--- src/rtl/if_fetch.sv ---
// if_fetch: instruction-fetch stage; assembles 32-bit little-endian words from a byte-wide port.
// Optional direct-mapped instruction cache is built when IF_ICACHE_EN is defined.
module if_fetch #(
    parameter int ICACHE_IDX_W = 7
) (
    input  logic        clk,
    input  logic        rst,
    input  logic        rdy,
    input  logic        stall_hold,
    input  logic        br_taken,
    input  logic [16:0] br_addr,
    input  logic        mem_grant,
    input  logic [7:0]  mem_din,
    output logic        mem_req,
    output logic [16:0] mem_addr,
    output logic [16:0] if_pc,
    output logic [31:0] if_inst,
    output logic        if_stall_req
);

    typedef enum logic [1:0] {
        IDLE  = 2'd0,
        FETCH = 2'd1,
        DONE  = 2'd2
    } state_t;

    state_t      state;
    state_t      state_nx;
    logic [16:0] pc;
    logic [2:0]  issue_cnt;
    logic [2:0]  recv_cnt;
    logic        byte_pend;
    logic [7:0]  byte_buf [4];
    logic [31:0] word;
    logic        grant_ok;
    logic        last_byte;
    logic        hit;

    assign word      = {byte_buf[3], byte_buf[2], byte_buf[1], byte_buf[0]};
    assign grant_ok  = mem_req && mem_grant;
    assign last_byte = byte_pend && (recv_cnt == 3'd3);

`ifdef IF_ICACHE_EN
    localparam int LINES = 1 << ICACHE_IDX_W;
    localparam int TAG_W = 15 - ICACHE_IDX_W;

    logic [31:0]             cache_data [LINES];
    logic [TAG_W-1:0]        cache_tag  [LINES];
    logic [LINES-1:0]        cache_vld;
    logic [ICACHE_IDX_W-1:0] idx;
    logic                    fetch_first;
    logic [31:0]             hit_word;

    assign idx         = pc[ICACHE_IDX_W+1:2];
    assign fetch_first = (state == FETCH) && (issue_cnt == 3'd0) && (recv_cnt == 3'd0) && !byte_pend;
    assign hit         = fetch_first && cache_vld[idx] && (cache_tag[idx] == pc[16:ICACHE_IDX_W+2]);
    assign hit_word    = cache_data[idx];

    always_ff @(posedge clk) begin
        if (rst) begin
            cache_vld <= '0;
        end else if (rdy && state == DONE) begin
            cache_vld[idx] <= 1'b1;
        end
    end

    // Fill with whatever word DONE holds; a hit rewrites the identical value.
    always_ff @(posedge clk) begin
        if (rdy && state == DONE) begin
            cache_data[idx] <= word;
            cache_tag[idx]  <= pc[16:ICACHE_IDX_W+2];
        end
    end
`else
    assign hit = 1'b0;
`endif

    always_ff @(posedge clk) begin
        if (rst) begin
            state <= IDLE;
        end else if (rdy) begin
            state <= state_nx;
        end
    end

    always_comb begin
        state_nx = state;
        if (br_taken) begin
            state_nx = FETCH;
        end else begin
            case (state)
                IDLE:    state_nx = FETCH;
                FETCH:   if (hit || recv_cnt[2] || last_byte) state_nx = DONE;
                DONE:    if (!stall_hold) state_nx = FETCH;
                default: state_nx = IDLE;
            endcase
        end
    end

    always_comb begin
        mem_req      = 1'b0;
        if_inst      = 32'd0;
        if_stall_req = 1'b1;
        case (state)
            FETCH:   mem_req = rdy && !issue_cnt[2] && !hit;
            DONE: begin
                if_inst      = word;
                if_stall_req = 1'b0;
            end
            default: ;
        endcase
    end

    assign mem_addr = pc + {14'd0, issue_cnt};
    assign if_pc    = pc;

    // A byte granted last cycle lands even while frozen; a redirect drops it.
    always_ff @(posedge clk) begin
        if (rst) begin
            pc        <= 17'd0;
            issue_cnt <= 3'd0;
            recv_cnt  <= 3'd0;
            byte_pend <= 1'b0;
            for (int i = 0; i < 4; i++) byte_buf[i] <= 8'd0;
        end else begin
            if (byte_pend) begin
                byte_buf[recv_cnt[1:0]] <= mem_din;
                recv_cnt                <= recv_cnt + 3'd1;
            end
            byte_pend <= grant_ok;
            if (rdy) begin
                if (grant_ok) issue_cnt <= issue_cnt + 3'd1;
                if (br_taken) begin
                    pc        <= br_addr;
                    issue_cnt <= 3'd0;
                    recv_cnt  <= 3'd0;
                    byte_pend <= 1'b0;
                end else if (state == DONE && !stall_hold) begin
                    pc        <= pc + 17'd4;
                    issue_cnt <= 3'd0;
                    recv_cnt  <= 3'd0;
`ifdef IF_ICACHE_EN
                end else if (hit) begin
                    for (int i = 0; i < 4; i++) byte_buf[i] <= hit_word[8*i +: 8];
`endif
                end
            end
        end
    end

endmodule

--- config.mk ---
export PLATFORM = sky130hd
export DESIGN_NAME = if_fetch
export DESIGN_NICKNAME = d
export VERILOG_FILES = /design/src/rtl/if_fetch.sv
export SDC_FILE = /design/constraint.sdc
export NUM_CORES = 1
export LEC_CHECK = 0
export BUFFER_PORTS_ARGS = -buffer_cell sky130_fd_sc_hd__buf_2
export CAP_MARGIN = 40
export CORE_MARGIN = 5
export CORE_UTILIZATION = 52
export CTS_BUF_LIST = sky130_fd_sc_hd__clkbuf_4 sky130_fd_sc_hd__clkbuf_8 sky130_fd_sc_hd__clkbuf_16
export CTS_CLUSTER_SIZE = 12
export DETAILED_ROUTE_END_ITERATION = 8
export PLACE_DENSITY = 0.84
export SLEW_MARGIN = 20
export SYNTH_ARGS = -nofsm -noshare
export SYNTH_HDL_FRONTEND = slang
export SYNTH_SLANG_ARGS = --single-unit
--- constraint.sdc ---
create_clock -name clk -period 2.37 [get_ports clk]
set_input_delay 0.474 -clock clk [delete_from_list [all_inputs] [get_ports clk]]
set_output_delay 0.474 -clock clk [all_outputs]
set_load 0.02 [all_outputs]
; ---- Word-level counts from Yosys, hierarchy flattened
; Memory sizes are Yosys's and may differ from the RTL's.
; Cells that the tools add are included.
[classes]
n_addsub = 4
eq_ne = 5
mux = 26
reduce_logical = 14
[op_table]
columns = op, count
row1 = $mux W17, 2
row2 = $mux W32, 1
row3 = $mux W3, 7
row4 = $add A17 B3 Y17, 1
row5 = $add A17 B3 Y17 const B, 1
row6 = $mux W1, 10
row7 = $mux W2, 4
row8 = $mux W8, 1
row9 = $reduce_or A8 Y1, 1
row10 = $add A3 B1 Y3 const B, 2
row11 = $ne A3 B3 Y1 const B, 2
row12 = $pmux W2 S3, 1
row13 = $logic_and A1 B1 Y1, 4
row14 = $reduce_and A2 Y1, 2
row15 = $eq A3 B2 Y1 const B, 1
row16 = $reduce_and A3 Y1, 1
row17 = $reduce_bool A3 Y1, 1
row18 = $eq A2 B1 Y1 const B, 1
row19 = $eq A2 B2 Y1 const B, 1
row20 = $logic_not A1 Y1, 2
row21 = $logic_not A2 Y1, 1
row22 = $reduce_bool A2 Y1, 1
row23 = $logic_or A1 B1 Y1, 1
[totals]
reg_bits = 26
ramBits = 32
output_inout_bits = 68
memories = 1
[mem_list]
columns = name, depth, width, rd, rd_clocked_by_memory_dff, write_ports, line_no
row1 = byte_buf, 4, 8, 4, 0, 4, 33  ; logic [7:0] byte_buf [4];

; ---- Longest topological paths before layout
; Gate-level depths: netlist (run 1).
[logic_depth]
word_depth = 7
ltp_mapped = 7
depth_no_buf = 6

; ---- Worst setup path after synthesis (run 1)
; Ideal clock, no wire load.
[synth_timing]
kind = register -> output
from = register pc[0], in the netlist if_pc[0]
to = output port mem_addr[14]
arrival_time_ns = 1.845
setup_slack_ns = 0.051
path_stages_with_launch = 7
n_path_buf = 0
cell_sequence = dfxtp_1 -> ha_1 -> fa_1 -> a21oi_1 -> or3_4 -> nor2_1 -> xor2_1
[synth_between]
elab_chain_len = 1
[synth_rtl]
columns = element, line_no
row1 = from (decl), 29  ; logic [16:0] pc;
row2 = from (signal assigned), 134  ; pc <= br_addr;
row3 = from (signal assigned), 139  ; pc <= pc + 17'd4;
row4 = $add A17 B3 Y17, 114  ; assign mem_addr = pc + {14'd0, issue_cnt};
row5 = to (decl), 15  ; output logic [16:0] mem_addr,
; Every way passes these cells.

; ---- Final worst setup path (run 1)
[layout_timing]
from = register issue_cnt[0]
to = output port mem_addr[12]
[layout_between]
elab_chain_len = 1
[layout_rtl]
columns = element, line_no
row1 = from (decl), 30  ; logic [2:0] issue_cnt;
row2 = from (signal assigned), 132  ; if (grant_ok) issue_cnt <= issue_cnt + 3'd1;
row3 = $add A17 B3 Y17, 114
; Every way passes these cells.

==> run metrics, run 1 <==
clk slew on worst S/H paths=0.07 ns; arrival time worst endpoint=1.99 ns; WS Path Type=reg -> out; crit-path leading delay family=adder cells; Pins Over Slew Limit=0; H-tree levels=3; initial core utilization=0.526; Die ar.=8010 sq um; row cnt=29; EDFF count, synth=32; Placer Congestion=0.869; # placed instances=508; layout cells sized above 1=0.386; initial antenna violation count=0; Seq cells post-synth=58; CP cell instances=ha_4 -> fa_2 -> a21oi_4 -> or3_4 -> nor2_4 -> xor2_1 -> buf_4; Avg Inst Size Synth=9.72 sq um; I/O pin total=99; CP Buf/Inv Count=1; final setup fails=8; Synth Area in XOR/XNOR=0.0453; DP HPWL=5860 um; Synth Area in Adders=0.0328; Max-Cap Viols=0; largest family of logic cells by synthesized area=simple AND/OR/NAND/NOR gates; Non-Filler Instances=533; Critical Path Start Type=register; largest net degree at the start of global routing=34; Area growth syn-to-layout=31.5%; vias in the first global route=2773; Setup TNS=-0.484 ns; skew final=0.00824 ns; Worst Setup End Kind=output port; post-synthesis compound-gate area fraction=0.114; fin nets=490; failing checks=setup timing; Final Hold Vio Count=0; drt drc=0; Syn Std Cell Area=3280 sq um; top cell type's share of synthesized area=0.293; outcome=finished with violations; CTS max path bufs=2; PD cells=543 nW/um^2; GRT Total Usage=0.215; cell count after synthesis=338; Crit path depth=7; Hold Crit Class=in -> reg; top post-synthesis cells by area=edfxtp_1 (29%), dfxtp_1 (16%), and2_1 (12%); Syn Nets=377; Slew HR=0.522; clock sinks=58; post-synthesis sequential area ratio=0.451; Period minus WS final=2.46 ns; CTS tree=yes; CP max stage delay=0.39 ns; DR iter-0 viols=135; Top FF cell, synth=edfxtp_1; Synth warnings=0; RSZ-0062 raised after global routing=true; GRT overflow=0; worst path required time=1.90 ns; synth unique cells=54; Overall Power=2.35 mW; Slew @ Worst Pin=0.711 ns; total wire length=8290 um; CP max-delay cell=fa_2; Post-DP Area=3870 sq um; worst reg2reg path depth=4; FFs w/ async S/R, synth=0; fin util=0.692; Ant. Diodes=0; critical path fanouts, max=4; Design Area, Final=4320 sq um; dominant cell type by area after synthesis=edfxtp_1; post-synthesis mux area share=0.0126; Port-buffer cells=98; Core ar.=6240 sq um; max frequency=406 MHz; TritonRoute pass-1 iters=5; Static Leakage=1.93 nW; die width=89.5 um; Post-Synth Simple-Gate Area=0.301; DR WL/cell=15.5 um; ANT nets after route=0; CTS Buf Count=9; hold depth=3; PnR worst setup slack=-0.0945 ns; period utilization=1.04; die height=89.5 um; latest clock arrival within the worst-skew pair=0.34 ns; maximum vdd ir drop=0.439 mV; total number of vias=2930; CTS root buf=clkbuf_8; DR vias/cell=5.50; first-pass GRT wire length=13100 um
==> cell families after synthesis <==
| kind of cell | count (synthesis) |
|---|---|
| compound gates | 53 |
| simple gates | 171 |
| mux | 4 |
| buf+inv | 27 |
| xor+xnor | 17 |
| flops | 58 |
| fa+ha+maj | 8 |
==> through the flow <==
step | hold WS [ns] | worst slack, ns
finish | 0.389 | -0.0945
global placement | 0.464 | 0.0943
detailed placement | 0.472 | 0.0261
global route | 0.385 | -0.139
CTS | 0.383 | -0.0812
floorplan | 0.455 | 0.0507
==> worst min-delay path: cells and delay by family <==
family                 cells  cell delay (ns)
AND/OR/NAND/NOR            1             0.07
buffers and inverters      1             0.09
AO/OA/AOI/OAI              1             0.05
==> final cells by class <==
cell class,instances,area [sq um]
Clock inverter,6,81.3
Inverter,5,18.8
Sequential cell,58,1490
Fill cell,477,1920
Tap cell,77,96.3
Timing Repair Buffer,124,723
Multi-Input combinational cell,253,1780
Clock buffer,10,131
==> cells in the mapped netlist, types with 2 or more instances <==
cell type / n
buf_4: 7
nor2_1: 22
clkbuf_1: 6
and3_1: 2
a31oi_1: 3
and2b_1: 2
o21ai_0: 11
dfxtp_1: 26
nor4_1: 2
a32o_1: 4
xnor2_1: 7
a22o_1: 8
or2_2: 3
buf_2: 6
nand3_1: 13
buf_1: 2
o41ai_1: 3
nor2b_1: 2
or3_4: 2
nand3b_1: 2
nand2_1: 27
and2_1: 65
xor2_1: 10
inv_1: 5
mux2i_1: 3
nand4_1: 5
edfxtp_1: 32
nor3_1: 8
ha_1: 7
nand2b_1: 3
a21oi_1: 10
o31ai_1: 6
a211oi_1: 3
==> power breakdown <==
group | internal (mW) | switching [mW] | total [mW]
Combinational | 0.0935 | 0.147 | 0.240
Sequential | 1.09 | 0.0227 | 1.12
Clock | 0.596 | 0.394 | 0.990
==> state kept, by name, summed over array words and instances (netlist names) <==
signal     cells
byte_buf      32
if_pc         17
issue_cnt      3
recv_cnt       3
state          2
byte_pend      1
==> per-layer routing <==
| metal | global-route usage | part of all wire | vias to the layer above |
|---|---|---|---|
| met1 | 0.265 | 0.40 | 1356 |
| met4 | 0.0947 | 0.022 | 0 |
| met3 | 0.0553 | 0.093 | 18 |
| met2 | 0.356 | 0.48 | 136 |
| met5 | 0 | 0 | - |
| li1 | - | - | 1420 |
==> timing repair <==
item / in CTS / in global routing
setup endpoints to repair: 13 / 14
gates resized for setup: 32 / 13
setup buffers: 8 / 2
pin swaps: 12 / 3
hold buffers: 0 / 0
==> layout by cell type (no fill, tap or decap), types with 4 or more instances in the layout <==
cell / instances
a21oi_1: 8
nand2_1: 27
xnor2_1: 7
buf_2: 86
a32o_1: 4
nand4_1: 5
dfxtp_2: 7
nor3_1: 7
dfxtp_1: 19
nand3_1: 11
ha_1: 4
and2_1: 64
clkbuf_8: 9
a22o_1: 8
xor2_1: 9
buf_4: 36
inv_1: 5
nor2_1: 18
o31ai_1: 6
o21ai_0: 11
edfxtp_1: 32
==> worst paths after layout <==
path,start,to,slack [ns]
worst max-delay path,issue_cnt[0],mem_addr[12],-0.09
worst min-delay path,br_addr[1],if_pc[1],0.39
worst max register to register,state[1],if_pc[10],0.53
worst min register to register,if_pc[1],if_pc[1],0.51
No activity file was read; power rests on OpenSTA's default activity.
==> run 2: changes to the inputs <==
CELL_PAD_IN_SITES_DETAIL_PLACEMENT = 1   (was unset)
CELL_PAD_IN_SITES_GLOBAL_PLACEMENT = 2   (was unset)
CORE_UTILIZATION = 31   (was 52)
PLACE_DENSITY = 0.83   (was 0.84)
==> run metrics, run 2 (synthesis gave the netlist of run 1 again) <==
outcome=finished with violations; failing checks=setup timing; DR iter-0 viols=104; Ant. Diodes=0; pre-CTS setup slack=0.0676 ns; I/O pin total=99; # placed instances=572; initial antenna violation count=0; fin nets=492; clock sinks=58; total number of vias=2940; latest clock arrival within the worst-skew pair=0.34 ns; arrival time worst endpoint=2.02 ns; PnR worst setup slack=-0.126 ns; initial core utilization=0.318; DR WL/cell=16.7 um; GRT overflow=0; Hold Crit Class=in -> reg; final setup fails=9; DP HPWL=7450 um; RSZ-0062 raised after global routing=true; # hold bufs at CTS=0; Crit. Startpoint=issue_cnt[0]; Worst R2R Start=state[1]; Worst Setup End Kind=output port; largest net degree at the start of global routing=34; most frequent cells in the layout=buf_2 (87), and2_1 (64), buf_4 (38), edfxtp_1 (32), nand2_1 (27); Period minus WS final=2.50 ns; Slew @ Worst Pin=0.698 ns; Placer Congestion=0.772; first-pass GRT wire length=15600 um; Static Leakage=1.95 nW; CTS Buf Count=9; vias in the first global route=3095; Die ar.=12800 sq um; die width=113 um; worst path required time=1.90 ns; most common cell after layout, fill and taps aside=buf_2; Max-Cap Viols=0; CTS tree=yes; min-delay src=br_addr[1]; final hold slack=0.394 ns; Pins Over Slew Limit=0; skew final=0.00949 ns; total wire length=9920 um; H-tree levels=3; drt drc=0; GRT Total Usage=0.152; Final Hold Vio Count=0; max frequency=401 MHz; Area growth syn-to-layout=34.2%; Setup TNS=-0.699 ns; clk slew on worst S/H paths=0.07 ns; Fill cells=1218; maximum vdd ir drop=0.275 mV; die height=113 um; critical path fanouts, max=4; Critical Path Start Type=register; CTS max path bufs=2; DR vias/cell=4.95; ANT nets after route=0; PD cells=568 nW/um^2; Slew HR=0.531; Core ar.=10300 sq um; Reg with most FFs=byte_buf; layout cells sized above 1=0.386; period utilization=1.05; CTS root buf=clkbuf_8; Largest register FFs=32; row cnt=37; TritonRoute pass-1 iters=4; Port-buffer cells=98; WS Path Type=reg -> out; Non-Filler Instances=594
==> run 2: metal layers <==
metal | vias up | track usage | routed length (um)
met5 | - | 0 | 0
met1 | 1406 | 0.186 | 4440
met3 | 18 | 0.0406 | 575
li1 | 1423 | - | -
met2 | 93 | 0.259 | 4710
met4 | 0 | 0.0521 | 193
==> run 2: worst paths after layout <==
path	endpoint	slack, ns	cells past startpoint
setup / recovery	mem_addr[16]	-0.13	7
hold / removal	if_pc[1]	0.39	3
setup reg to reg	if_pc[10]	0.57	4
hold reg to reg	if_pc[1]	0.50	2
==> run 2: through the flow <==
step	utilization	total power [mW]	area, sq um
global placement	0.385	1.37	3980
global route	0.427	2.59	4410
detailed placement	0.386	1.37	3980
finish	0.427	2.50	4410
CTS	0.419	2.52	4320
floorplan	-	1.27	3280
==> run 2: layout make-up <==
cell class                      count  area, sq um  area share
Clock inverter                      6          115      0.0261
Clock buffer                       10          131      0.0298
Timing Repair Buffer              126          732       0.166
Tap cell                          136          170      0.0386
Multi-Input combinational cell    253         1750       0.397
Sequential cell                    58         1490       0.338
Inverter                            5         18.8     0.00426
==> run 2: worst max-delay path: stages (launching register included) <==
cell	delay, ns
dfxtp_2	0.34
ha_4	0.17
fa_2	0.42
a21oi_4	0.19
or3_4	0.21
nor2_4	0.04
xor2_1	0.14
buf_4	0.16
==> run 2: report_power, final <==
part           switching (mW)  internal [mW]  total, mW  leakage, nW
registers              0.0227           1.09       1.11        0.546
clock network           0.429          0.714       1.14        0.120
logic                   0.151         0.0945      0.246         1.28
total                   0.602           1.90       2.50         1.95
==> run 2: timing repair <==
item	CTS	global route
setup endpoints to repair	13	13
buffers inserted	3	3
gates resized for setup	21	18
pin swaps	6	8
hold endpoints to repair	0	0
gates cloned	0	0
==> run 3: changes to the inputs <==
PLACE_DENSITY = unset   (was 0.83)
PLACE_DENSITY_LB_ADDON = 0.1   (was unset)
==> run metrics, run 3 (synthesis gave the netlist of run 1 again) <==
Slew @ Worst Pin=0.489 ns; largest net degree at the start of global routing=34; worst path required time=1.90 ns; fin nets=491; area of the multi-input gates=1760 sq um; WS Path Type=reg -> out; CP max stage delay=0.43 ns; Fill cells=1223; Worst Setup End Kind=output port; failing checks=setup timing; Die ar.=12800 sq um; Sw Share=0.267; most frequent cells in the layout=buf_2 (88), and2_1 (64), buf_4 (36), edfxtp_1 (32), nand2_1 (27); Overall Power=2.18 mW; Reg with most FFs=byte_buf; initial core utilization=0.318; FF/Latch Area=1500 sq um; outcome=finished with violations; Placer Congestion=0.785; Crit. Startpoint=issue_cnt[0]; total wire length=9810 um; layout cells sized above 1=0.387; Setup TNS=-0.532 ns; CTS tree=yes; Gate power share=0.112; Largest register FFs=32; critical path fanouts, max=4; min-delay src=br_addr[0]; Int Power=1.60 mW; DR iter-0 viols=72; most common cell after layout, fill and taps aside=buf_2; Area growth syn-to-layout=32.1%; max frequency=403 MHz; vias in the first global route=3033; Seq pwr share=0.511; clk slew on worst S/H paths=0.07 ns; CTS root buf=clkbuf_8; drt drc=0; die width=113 um; CTS max path bufs=2; Pins Over Slew Limit=0; GRT overflow=0; Clock power frac=0.376; Ant. Diodes=0; Slew HR=0.674; clock sinks=58; Critical Path Start Type=register; I/O pin total=99; Hold Crit Class=in -> reg; CP max-delay cell=or3_4; crit-path leading delay family=simple AND/OR/NAND/NOR gates; H-tree levels=3; RSZ-0062 raised after global routing=true; # placed instances=571; period utilization=1.05; PnR worst setup slack=-0.110 ns; PD cells=502 nW/um^2; DP HPWL=7360 um; Core ar.=10300 sq um; CP Buf/Inv Count=1; die height=113 um; DR vias/cell=4.87; ANT nets after route=0; Worst R2R Start=if_pc[2]; row cnt=37; # hold bufs at CTS=0; Non-Filler Instances=593; final setup fails=8; CTS Buf Count=9; CP cell instances=ha_4 -> fa_2 -> a21oi_4 -> or3_4 -> nor2_4 -> xor2_1 -> buf_4; Static Leakage=1.93 nW; Max-Cap Viols=0; first-pass GRT wire length=16000 um; DR WL/cell=16.5 um; TritonRoute pass-1 iters=4; Port-buffer cells=98; GRT Total Usage=0.156; initial antenna violation count=0; skew final=0.00843 ns; maximum vdd ir drop=0.194 mV; Period minus WS final=2.48 ns; total number of vias=2885; latest clock arrival within the worst-skew pair=0.34 ns; arrival time worst endpoint=2.01 ns; Net Sw Power=0.581 mW; Final Hold Vio Count=0
-- run 3: cell count changes in the layout (fill, tap and decap cells not counted), moves of 2 or more --
cell	change
buf_4	-2
bufinv_16	-3
clkinv_2	+3
clkinv_4	-2
dfxtp_4	+2
-- run 3: worst paths after layout --
| check | to | slack [ns] | depth (start not counted) |
|---|---|---|---|
| max | mem_addr[14] | -0.11 | 7 |
| max reg2reg | if_pc[16] | 0.60 | 6 |
| min reg2reg | issue_cnt[2] | 0.51 | 2 |
| min | if_pc[0] | 0.39 | 3 |
-- run 3: layout make-up --
| type | instances | area share |
|---|---|---|
| repair buffers | 125 | 0.166 |
| well taps | 136 | 0.0392 |
| multi-input cells | 253 | 0.405 |
| clock inverters | 5 | 0.00692 |
| clock buffers | 11 | 0.0335 |
| flip-flops and latches | 58 | 0.345 |
| inverters | 5 | 0.00433 |
-- run 3: stage by stage --
stage | setup slack [ns] | hold slack, ns | utilization | cell area, sq um
after floorplan | 0.0507 | 0.455 | - | 3280
after global placement | 0.131 | 0.470 | 0.385 | 3980
after detailed placement | 0.0514 | 0.472 | 0.385 | 3980
after CTS | -0.146 | 0.384 | 0.418 | 4320
after global routing | -0.210 | 0.395 | 0.420 | 4340
final | -0.110 | 0.392 | 0.420 | 4340
-- run 3: timing repair --
action                     CTS  global route
setup endpoints to repair   13            13
pin swaps                    8             4
resized for setup           37             5
setup buffers                5             1
-- run 3: power groups by stage --
stage | registers [mW] | logic [mW] | clock network (mW)
floorplan | 1.14 | 0.126 | 0
global placement | 1.14 | 0.234 | 0
detailed placement | 1.14 | 0.236 | 0
CTS | 1.11 | 0.247 | 0.846
global route | 1.12 | 0.267 | 0.896
finish | 1.11 | 0.244 | 0.820
-- run 3: worst register-to-register path, delay by kind of cell, from the launching register on --
family	cells	cell delay, ns
buffers and inverters	1	0.18
adders and majority gates	1	0.22
and+or+nand+nor	2	0.32
AOI/OAI and AO/OA	2	0.57
DFF	1	0.38
-- run 3: layer usage --
layer / routed length [um] / part of all wire / global-route usage
met1: 4120 / 0.42 / 0.189
met2: 4990 / 0.51 / 0.276
met4: 86 / 0.0088 / 0.0313
met3: 608 / 0.062 / 0.0455
met5: 0 / 0 / 0
